<file path="config.mk">
export PLATFORM = sky130hd
export DESIGN_NAME = load_store_unit
export DESIGN_NICKNAME = d
export VERILOG_FILES = /design/src/rtl/load_store_unit.sv
export SDC_FILE = /design/constraint.sdc
export NUM_CORES = 1
export LEC_CHECK = 0
export CORE_ASPECT_RATIO = 1.2
export CORE_MARGIN = 10
export CORE_UTILIZATION = 41
export CTS_BUF_LIST = sky130_fd_sc_hd__clkbuf_16
export CTS_CLUSTER_SIZE = 40
export DETAILED_ROUTE_END_ITERATION = 10
export PLACE_DENSITY = 0.77
export RECOVER_POWER = 25
export SLEW_MARGIN = 5
export SYNTH_ARGS = -nofsm -noshare
export SYNTH_HDL_FRONTEND = slang
export SYNTH_SLANG_ARGS = --single-unit
</file>
<file path="constraint.sdc">
create_clock -name clk -period 3.8 [get_ports clk]
set_clock_uncertainty 0.2 [all_clocks]
set_input_delay 0.76 -clock clk [delete_from_list [all_inputs] [get_ports clk]]
set_output_delay 0.76 -clock clk [all_outputs]
set_load 0.05 [all_outputs]
</file>
<file path="src/rtl/load_store_unit.sv">
// load_store_unit: multi-cycle data-memory responder for the core's loads and stores.
// Handles byte-lane steering, write strobes, load extension, misalignment faults and bus timeout.
module load_store_unit #(
  parameter int unsigned TIMEOUT_CYCLES = 255
) (
  input  logic        clk,
  input  logic        reset,
  input  logic        lsu_valid,
  input  logic        lsu_we,
  input  logic [1:0]  Store,
  input  logic [2:0]  Load,
  input  logic [31:0] lsu_addr,
  input  logic [31:0] lsu_wdata,
  output logic [31:0] lsu_rdata,
  output logic        lsu_done,
  output logic        lsu_fault,
  output logic        lsu_busy,
  output logic        mem_req,
  output logic        mem_we,
  output logic [31:0] mem_addr,
  output logic [31:0] mem_wdata,
  output logic [3:0]  mem_wstrb,
  input  logic        mem_gnt,
  input  logic        mem_rvalid,
  input  logic [31:0] mem_rdata
);

  typedef enum logic [2:0] {
    S_IDLE  = 3'd0,
    S_REQ   = 3'd1,
    S_RESP  = 3'd2,
    S_DONE  = 3'd3,
    S_FAULT = 3'd4
  } state_t;

  localparam logic [8:0] TO_LIMIT = 9'(TIMEOUT_CYCLES);

  function automatic logic access_ok(input logic we, input logic [1:0] st,
                                     input logic [2:0] ld, input logic [1:0] off);
    logic ok;
    ok = 1'b0;
    if (we) begin
      case (st)
        2'b00:   ok = 1'b1;
        2'b01:   ok = ~off[0];
        2'b10:   ok = (off == 2'b00);
        default: ok = 1'b0;
      endcase
    end else begin
      case (ld)
        3'b000, 3'b011: ok = 1'b1;
        3'b001, 3'b100: ok = ~off[0];
        3'b010:         ok = (off == 2'b00);
        default:        ok = 1'b0;
      endcase
    end
    return ok;
  endfunction

  function automatic logic [31:0] store_wdata(input logic [1:0] st, input logic [31:0] wd);
    logic [31:0] r;
    case (st)
      2'b00:   r = {4{wd[7:0]}};
      2'b01:   r = {2{wd[15:0]}};
      default: r = wd;
    endcase
    return r;
  endfunction

  function automatic logic [3:0] store_wstrb(input logic [1:0] st, input logic [1:0] off);
    logic [3:0] r;
    case (st)
      2'b00:   r = 4'b0001 << off;
      2'b01:   r = 4'b0011 << off;
      2'b10:   r = 4'b1111;
      default: r = 4'b0000;
    endcase
    return r;
  endfunction

  function automatic logic [31:0] load_extend(input logic [2:0] ld, input logic [31:0] word,
                                              input logic [1:0] off);
    logic [31:0] lane;
    logic [31:0] r;
    lane = word >> {off, 3'b000};
    case (ld)
      3'b000:  r = {{24{lane[7]}}, lane[7:0]};
      3'b001:  r = {{16{lane[15]}}, lane[15:0]};
      3'b010:  r = word;
      3'b011:  r = {24'd0, lane[7:0]};
      3'b100:  r = {16'd0, lane[15:0]};
      default: r = 32'd0;
    endcase
    return r;
  endfunction

  state_t      state_q, state_d;
  logic [7:0]  cnt_q, cnt_d;
  logic [8:0]  cnt_inc;
  logic        we_q, we_d;
  logic [2:0]  load_q, load_d;
  logic [1:0]  off_q, off_d;
  logic        mem_req_q, mem_req_d;
  logic        mem_we_q, mem_we_d;
  logic [31:0] mem_addr_q, mem_addr_d;
  logic [31:0] mem_wdata_q, mem_wdata_d;
  logic [3:0]  mem_wstrb_q, mem_wstrb_d;
  logic [31:0] rdata_q, rdata_d;
  logic        done_q, done_d;
  logic        fault_q, fault_d;

  // Next-state and registered-output computation
  always_comb begin
    state_d     = state_q;
    cnt_d       = cnt_q;
    we_d        = we_q;
    load_d      = load_q;
    off_d       = off_q;
    mem_req_d   = mem_req_q;
    mem_we_d    = mem_we_q;
    mem_addr_d  = mem_addr_q;
    mem_wdata_d = mem_wdata_q;
    mem_wstrb_d = mem_wstrb_q;
    rdata_d     = rdata_q;
    done_d      = 1'b0;
    fault_d     = 1'b0;
    cnt_inc     = {1'b0, cnt_q} + 9'd1;
    case (state_q)
      S_IDLE: begin
        if (lsu_valid) begin
          we_d   = lsu_we;
          load_d = Load;
          off_d  = lsu_addr[1:0];
          if (access_ok(lsu_we, Store, Load, lsu_addr[1:0])) begin
            state_d    = S_REQ;
            cnt_d      = 8'd0;
            mem_req_d  = 1'b1;
            mem_we_d   = lsu_we;
            mem_addr_d = {lsu_addr[31:2], 2'b00};
            if (lsu_we) begin
              mem_wdata_d = store_wdata(Store, lsu_wdata);
              mem_wstrb_d = store_wstrb(Store, lsu_addr[1:0]);
            end else begin
              mem_wdata_d = 32'd0;
              mem_wstrb_d = 4'b0000;
            end
          end else begin
            state_d = S_FAULT;
            done_d  = 1'b1;
            fault_d = 1'b1;
            rdata_d = 32'd0;
          end
        end else begin
          state_d = S_IDLE;
        end
      end
      // A handshake in the same cycle as the limit takes priority over the timeout
      S_REQ: begin
        if (mem_gnt) begin
          mem_req_d = 1'b0;
          if (we_q) begin
            state_d = S_DONE;
            done_d  = 1'b1;
            rdata_d = 32'd0;
          end else begin
            state_d = S_RESP;
            cnt_d   = 8'd0;
          end
        end else if (cnt_inc == TO_LIMIT) begin
          state_d   = S_FAULT;
          mem_req_d = 1'b0;
          done_d    = 1'b1;
          fault_d   = 1'b1;
          rdata_d   = 32'd0;
        end else begin
          cnt_d = cnt_inc[7:0];
        end
      end
      S_RESP: begin
        if (mem_rvalid) begin
          state_d = S_DONE;
          done_d  = 1'b1;
          rdata_d = load_extend(load_q, mem_rdata, off_q);
        end else if (cnt_inc == TO_LIMIT) begin
          state_d = S_FAULT;
          done_d  = 1'b1;
          fault_d = 1'b1;
          rdata_d = 32'd0;
        end else begin
          cnt_d = cnt_inc[7:0];
        end
      end
      S_DONE:  state_d = S_IDLE;
      S_FAULT: state_d = S_IDLE;
      default: state_d = S_IDLE;
    endcase
  end

  // State and output registers
  always_ff @(posedge clk or posedge reset) begin
    if (reset) begin
      state_q     <= S_IDLE;
      cnt_q       <= 8'd0;
      we_q        <= 1'b0;
      load_q      <= 3'd0;
      off_q       <= 2'd0;
      mem_req_q   <= 1'b0;
      mem_we_q    <= 1'b0;
      mem_addr_q  <= 32'd0;
      mem_wdata_q <= 32'd0;
      mem_wstrb_q <= 4'd0;
      rdata_q     <= 32'd0;
      done_q      <= 1'b0;
      fault_q     <= 1'b0;
    end else begin
      state_q     <= state_d;
      cnt_q       <= cnt_d;
      we_q        <= we_d;
      load_q      <= load_d;
      off_q       <= off_d;
      mem_req_q   <= mem_req_d;
      mem_we_q    <= mem_we_d;
      mem_addr_q  <= mem_addr_d;
      mem_wdata_q <= mem_wdata_d;
      mem_wstrb_q <= mem_wstrb_d;
      rdata_q     <= rdata_d;
      done_q      <= done_d;
      fault_q     <= fault_d;
    end
  end

  assign lsu_rdata = rdata_q;
  assign lsu_done  = done_q;
  assign lsu_fault = fault_q;
  assign lsu_busy  = lsu_valid & ~done_q;
  assign mem_req   = mem_req_q;
  assign mem_we    = mem_we_q;
  assign mem_addr  = mem_addr_q;
  assign mem_wdata = mem_wdata_q;
  assign mem_wstrb = mem_wstrb_q;

endmodule

</file>
**Word-level counts from Yosys, hierarchy flattened**

Index checks and enable logic that the tools add are counted.

- Input bits: 107
- Register bits: 119
- Logic and storage cells: 100
- Output and inout bits: 105

- Reduce and logical (&&, ||, !) cells: 14
- Shifts and indexed selects: 3
- Muxes and demuxes: 46
- Equal/unequal tests: 20
- Add/sub/neg operators: 1
- Bitwise gates (word level): 3

Operators with widths:

| kind | number |
|---|---|
| 2-to-1 mux 32 bit | 7 |
| one-hot mux 32 bit (5 select lines) | 1 |
| one-hot mux 32 bit (3 select lines) | 1 |
| one-hot mux 32 bit (2 select lines) | 1 |
| 2-to-1 mux 8 bit | 6 |
| right shift 32 x 5 -> 16 bit | 1 |
| one-hot mux 8 bit (3 select lines) | 1 |
| 2-to-1 mux 1 bit | 16 |
| equality test 3 x 2 -> 1 bit, second input constant | 5 |
| 2-to-1 mux 3 bit | 5 |
| one-hot mux 1 bit (3 select lines) | 4 |
| one-hot mux 4 bit (3 select lines) | 1 |
| adder 8 x 1 -> 9 bit, second input constant | 1 |
| equality test 3 x 1 -> 1 bit, second input constant | 3 |
| equality test 9 x 8 -> 1 bit, second input constant | 1 |
| zero test 3 bit | 3 |
| inequality test 3 bit, second input constant | 3 |
| one-hot mux 3 bit (3 select lines) | 1 |
| inequality test 2 bit, second input constant | 4 |
| AND reduction 4 bit | 2 |
| equality test 3 bit, second input constant | 2 |
| AND reduction 5 bit | 1 |
| zero test 2 bit | 2 |
| 2-to-1 mux 4 bit | 1 |
| other kinds (12) | 14 |

**Logic depth before layout (Yosys ltp)**

Gate-level depths: netlist of run 1.

- Word-level depth: 9
- Gate-level depth with buffers: 9
- Mapped depth without buffers: 9

**Worst setup path after synthesis of run 1**

No wires, ideal clock.

- Path type: in2out
- Start point: input lsu_valid
- End point: output lsu_busy
- Setup slack: 1.373 ns
- Required time: 2.840 ns
- Arrival: 1.467 ns
- Buffers on the path: 0
- Stages on the path: 1
- Path through: nor2b_1

- Word-level cells in the longest chain between the ends: 1

RTL lines:

| what | line | RTL |
|---|---|---|
| start: declaration | 8 | `input logic lsu_valid,` |
| bitwise AND 1 bit | 235 | `assign lsu_busy = lsu_valid & ~done_q;` |
| end: declaration | 17 | `output logic lsu_busy,` |

Every way passes these cells.

**Worst setup path in the final report of run 1**

Ends and elaborated chain as after synthesis.

==> results.md, run 1 <==
- Leakage: 3.75 nW
- Vias: 5452
- Root Buffer: clkbuf_16
- GP Congestion: 0.922
- Number of vias per cell: 5.41
- Vias in the first global route: 5864
- Highest-delay cell along the critical path: clkdlybuf4s50_1
- Hold Crit Class: flip-flop to flip-flop
- Final core occ: 61.1%
- Worst-Skew Late Latency: 410 ps
- Die ar.: 20100 µm²
- Fillers: 1257
- Synth warnings: 0
- Sink Count: 119
- Power Dens Cells: 965 nW/µm²
- RSZ-0062 raised after global routing: no
- Initial Util: 41.9%
- Cell Area, Synth: 6070 µm²
- Pre-Repair DR Iteration Count: 5
- CP startpoint: lsu_valid
- Nets: 903
- Commonest non-fill, non-tap cell in the layout: clkdlybuf4s50_1
- All-layer global routing usage: 20.2%
- Yosys cell types: 56
- Post CTS Setup Buffer Count: 0
- Worst-Margin Slew: 1850 ps
- Clock Pin Slew Worst Setup and Hold Paths: 50 ps
- Register area share after synthesis: 49.1%
- HPWL Detailed: 15200 µm
- Post-cts sizing count: 0
- Fraction of registers with async set/reset: 100%
- Post-route cell area: 8840 µm²
- Worst Path Max Fanout: 4
- Antenna violations before repair: 1
- Final Hold Fails: 0
- Final TNS setup: 0 ps
- Placed Instance Area: 8330 µm²
- Grt ovf: 0
- CTS buffer count: 17
- Syn Area/Cell: 10.2 µm²
- Layout area overhead: 45.7%
- Area occupied by multi-input gates: 2800 µm²
- Routed wire per std cell: 20.0 µm
- Setup slack, reg-to-reg: 1160 ps
- Register Area: 2980 µm²
- Rows: 48
- H-tree levels: 4
- Worst Path Required: 2840 ps
- Outcome: complete, but fails checks
- Worst IR Drop VDD: 0.608 mV
- DRC Markers: 0
- Synthesized flop and latch total: 119
- Die H: 153 µm
- Largest stage delay on the critical path: 810 ps
- Clock tree buffer depth: 2
- DRT Wirelength: 20100 µm
- Largest net degree at the start of global routing: 68
- Worst r2r dst: lsu_rdata[7]$_DFFE_PP0P_
- Startpoint class of the critical path: primary input
- IO Port Bufs: 209
- DRT iter0 DRCs: 424
- Commonest non-fill, non-tap cells in the layout: 208 x clkdlybuf4s50_1, 119 x dfrtp_1, 67 x nand2_1, 52 x o21ai_0, 45 x a21oi_1
- CTS hold repair buffers: 0
- Max Cap Viol: 1
- Layout cells sized above 1: 10.9%
- Number of synthesized flops with an enable pin: 0
- Worst Setup End Kind: output pin
- CTS tree: yes
- Die width: 131 µm
- Top Ports: 212
- Period utilisation layout: 85.5%
- Endpoints failing setup: 0
- Max Freq: 308 MHz
- Critical path class: primary input to output pin
- First-pass GRT wire length: 31900 µm
- Cells along the critical path: clkdlybuf4s50_1 > nor2b_1 > clkdlybuf4s50_1
- Mapped Cells: 594
- Tmin final: 3250 ps
- Final slew viol count: 40
- Failing checks: capacitance limit, slew limit
- Core ar.: 14500 µm²
- Hold slack: 278 ps
- Launching point of the worst reg2reg path: off_q[0]$_DFFE_PP0P_
- Crit path to: lsu_busy
- R2r worst-path depth: 6
- Critical path arrival: 2290 ps
- Final ANT Viol Nets: 0
- Main synth FF type: dfrtp_1
- Cell mode on critical path: clkdlybuf4s50_1
- Relative slew margins: -24.2%
sequential cells by signal, indices dropped and copies added (netlist names), 2 cells and up:
| name | cells |
|---|---|
| cnt_q | 8 |
| load_q | 3 |
| lsu_rdata | 32 |
| mem_addr | 30 |
| mem_wdata | 32 |
| mem_wstrb | 4 |
| off_q | 2 |
| state_q | 3 |
final cells by class:
cell class	instances	share of cell area [%]
flip-flops and latches	119	33.7
multi-input cells	414	31.7
repair buffers	223	25.1
clock buffers	17	4.81
well taps	200	2.83
clock inverters	14	1.09
inverters	19	0.820
diodes	1	0.0283
worst min-delay path by stage:
| stage | start | endpoint | slack (ps) | cells past startpoint |
|---|---|---|---|---|
| floorplan | cnt_q[6]$_DFFE_PP0P_ | cnt_q[6]$_DFFE_PP0P_ | 280 | 1 |
| global placement | mem_we$_DFFE_PP0P_ | mem_we$_DFFE_PP0P_ | 260 | 2 |
| detailed placement | mem_wdata[22]$_DFFE_PP0P_ | mem_wdata[22]$_DFFE_PP0P_ | 270 | 2 |
| CTS | mem_wdata[22]$_DFFE_PP0P_ | mem_wdata[22]$_DFFE_PP0P_ | 280 | 2 |
| global route | mem_wdata[9]$_DFFE_PP0P_ | mem_wdata[9]$_DFFE_PP0P_ | 310 | 2 |
| finish | mem_wdata[22]$_DFFE_PP0P_ | mem_wdata[22]$_DFFE_PP0P_ | 280 | 2 |
critical path, delay by kind of cell:
kind	cells	cell delay, ps
simple gates	1	150
buf+inv	2	1370
kinds of logic after synthesis:
kind of cell,synth area share [%]
and+or+nand+nor,10.2
adders and majority gates,0.412
buffers and inverters,4.95
other,0.0618
DFF,49.1
AOI/OAI and AO/OA,21.1
muxes,14.1
xor gates and xnor gates,0.144
where the power goes:
| group | switching, mW | internal, mW | total [mW] |
|---|---|---|---|
| logic | 3.12 | 1.73 | 4.85 |
| clock network | 0.557 | 0.871 | 1.43 |
| registers | 0.443 | 1.81 | 2.26 |
| total | 4.12 | 4.42 | 8.54 |
synth_stat cells, types with 8 or more instances:
cell	count	area share, %
dfrtp_1	119	49
nand2_1	67	4.1
o21ai_0	52	4.3
a21oi_1	45	3.7
mux2_2	37	6.9
mux2i_1	37	6.1
a22o_1	32	4.6
nor2_1	32	2.0
clkbuf_1	20	1.2
inv_1	17	1.1
buf_2	12	0.99
a31oi_1	9	0.93
o2bb2ai_1	9	1.3
a2bb2oi_1	8	1.2
o21ai_1	8	0.66
o22ai_1	8	0.82
layer usage:
layer | wire length [µm] | vias up | share of wire [%] | GRT usage [%]
met2 | 10500 | 203 | 52 | 34.4
met4 | 476 | 0 | 2.4 | 8.91
met1 | 7380 | 2675 | 37 | 21.6
met3 | 1810 | 30 | 9.0 | 7.54
li1 | - | 2544 | - | -
met5 | 0 | - | 0 | 0
per-stage QoR:
step	setup slack [ps]	cells	total power, mW
after floorplan	1370	595	5.51
after global routing	516	1007	8.98
after global placement	557	975	7.00
after detailed placement	565	975	7.12
final	552	1007	8.54
after CTS	547	1006	8.59
Note: power is estimated with default switching activity, not from simulation.
==> run 2: changes to the inputs <==
- CAP_MARGIN: not set -> 0
==> results of run 2 <==
The final DEF is identical to that of run 1; final timing and power are the same.
==> run 3: changes to the inputs <==
- CTS_BUF_LIST: sky130_fd_sc_hd__clkbuf_16 -> not set
==> results.md, run 3 (synthesized netlist as in run 1, its figures left out) <==
- Max Cap Viol: 1 (unchanged)
- R2r worst-path depth: 6 (unchanged)
- Outcome: complete, but fails checks (unchanged)
- All-layer global routing usage: 20.2% (about the same)
- Worst-Skew Late Latency: 420 ps (was 410 ps)
- First-pass GRT wire length: 31800 µm (was 31900 µm)
- Hold-critical path depth: 2 (unchanged)
- Clock Pin Slew Worst Setup and Hold Paths: 50 ps (about the same)
- DRC Markers: 0 (unchanged)
- Launching point of the worst reg2reg path: off_q[0]$_DFFE_PP0P_ (unchanged)
- Final Hold Fails: 0 (unchanged)
- Power Dens Cells: 971 nW/µm² (was 965 nW/µm²)
- Failing checks: capacitance limit, slew limit (unchanged)
- Final core occ: 61.4% (was 61.1%)
- Final slew viol count: 40 (unchanged)
- Initial Util: 41.9% (unchanged)
- Layout area overhead: 46.4% (was 45.7%)
- Relative slew margins: -23.8% (was -24.2%)
- Worst-Margin Slew: 1850 ps (about the same)
- Routed wire per std cell: 19.9 µm (was 20.0 µm)
- Power Total: 8.63 mW (was 8.54 mW)
- H-tree levels: 4 (unchanged)
- Startpoint class of the critical path: primary input (unchanged)
- Worst Setup End Kind: output pin (unchanged)
- Post-cts sizing count: 0 (unchanged)
- Critical path class: primary input to output pin (unchanged)
- Vias in the first global route: 5855 (was 5864)
- Worst Hold End: mem_wdata[22]$_DFFE_PP0P_ (unchanged)
- Vias: 5443 (was 5452)
- Rows: 48 (unchanged)
- Worst r2r dst: lsu_rdata[7]$_DFFE_PP0P_ (unchanged)
- Clock tree buffer depth: 2 (unchanged)
- Fillers: 1249 (was 1257)
- Largest net degree at the start of global routing: 68 (unchanged)
- Die ar.: 20100 µm² (unchanged)
- Root Buffer: clkbuf_16 (unchanged)
- Die H: 153 µm (unchanged)
- Tmin final: 3230 ps (was 3250 ps)
- DRT Wirelength: 20100 µm (about the same)
- Non-Filler Instances: 1007 (unchanged)
- Commonest non-fill, non-tap cells in the layout: 208 x clkdlybuf4s50_1, 119 x dfrtp_1, 67 x nand2_1, 52 x o21ai_0, 45 x a21oi_1 (unchanged)
- Worst Path Max Fanout: 4 (unchanged)
- Endpoints failing setup: 0 (unchanged)
- Number of vias per cell: 5.41 (about the same)
- GP Congestion: 0.922 (unchanged)
- Final ANT Viol Nets: 0 (unchanged)
- Layout cells sized above 1: 11.4% (was 10.9%)
- HPWL Detailed: 15200 µm (unchanged)
- Nets: 903 (unchanged)
- CTS buffer count: 17 (unchanged)
- RSZ-0062 raised after global routing: no (unchanged)
- # placed instances: 975 (unchanged)
- Top Ports: 212 (unchanged)
- Commonest non-fill, non-tap cell in the layout: clkdlybuf4s50_1 (unchanged)
- Hold Crit Class: flip-flop to flip-flop (unchanged)
- CTS hold repair buffers: 0 (unchanged)
- Leakage: 3.76 nW (was 3.75 nW)
- Setup slack, reg-to-reg: 1160 ps (about the same)
- Post CTS Setup Buffer Count: 0 (unchanged)
- Pre-Repair DR Iteration Count: 6 (was 5)
- Worst Path Required: 2840 ps (about the same)
- IO Port Bufs: 209 (unchanged)
- Max Freq: 310 MHz (was 308 MHz)
- Final TNS setup: 0 ps (unchanged)
- DRT iter0 DRCs: 446 (was 424)
- Core ar.: 14500 µm² (unchanged)
- Worst IR Drop VDD: 0.606 mV (was 0.608 mV)
- Die width: 131 µm (unchanged)
- Critical path arrival: 2270 ps (was 2290 ps)
- Period utilisation layout: 85.0% (was 85.5%)
- Antenna violations before repair: 1 (unchanged)
- HP Start: mem_wdata[22]$_DFFE_PP0P_ (unchanged)
- Grt ovf: 0 (unchanged)
- Sink Count: 119 (unchanged)
- CTS tree: yes (unchanged)
==> run 3: cell types whose count changed in the layout (fill, tap and decap cells not counted), sizes merged <==
cell	before	now
clkbuf	18	25
inv	20	17
clkinv	7	3
==> run 3: per-layer routing <==
metal,vias to the layer above,wire length (µm),global-route usage (%)
met5,-,0,0
met4,0,470,8.91
met3,28,1750,7.54
met2,189,10400,34.0
met1,2675,7480,21.8
li1,2551,-,-
==> run 3: stage by stage <==
step,area (µm²),hold WS (ps),setup slack (ps)
global route,8880,306,527
floorplan,6080,284,1370
finish,8880,278,571
detailed placement,8330,270,565
global placement,8330,262,557
CTS,8890,282,561
==> run 3: where the power goes <==
part	total (mW)	switching, mW	internal (mW)
clock network	1.52	0.563	0.961
logic	4.85	3.12	1.73
registers	2.25	0.438	1.81
==> run 3: worst max path at each step <==
stage                    from  slack, ps  cells after the start        to
finish              lsu_valid        570                      3  lsu_busy
global route        lsu_valid        530                      3  lsu_busy
CTS                 lsu_valid        560                      3  lsu_busy
detailed placement  lsu_valid        570                      3  lsu_busy
global placement    lsu_valid        560                      3  lsu_busy
floorplan           lsu_valid       1370                      1  lsu_busy
==> run 3: cell type report <==
cell class | instances | area, µm² | share of cell area [%]
sequential | 119 | 2980 | 33.5
clock buffer | 24 | 492 | 5.53
inverter | 19 | 72.6 | 0.817
timing repair buffer | 223 | 2220 | 25.0
tap | 200 | 250 | 2.82
antenna | 1 | 2.50 | 0.0282
clock inverter | 7 | 70.1 | 0.789
multi-input combinational | 414 | 2800 | 31.5
==> run 3: critical path, cell delays in order <==
cell and delay, ps:
clkdlybuf4s50_1 550, nor2b_1 150, clkdlybuf4s50_1 810
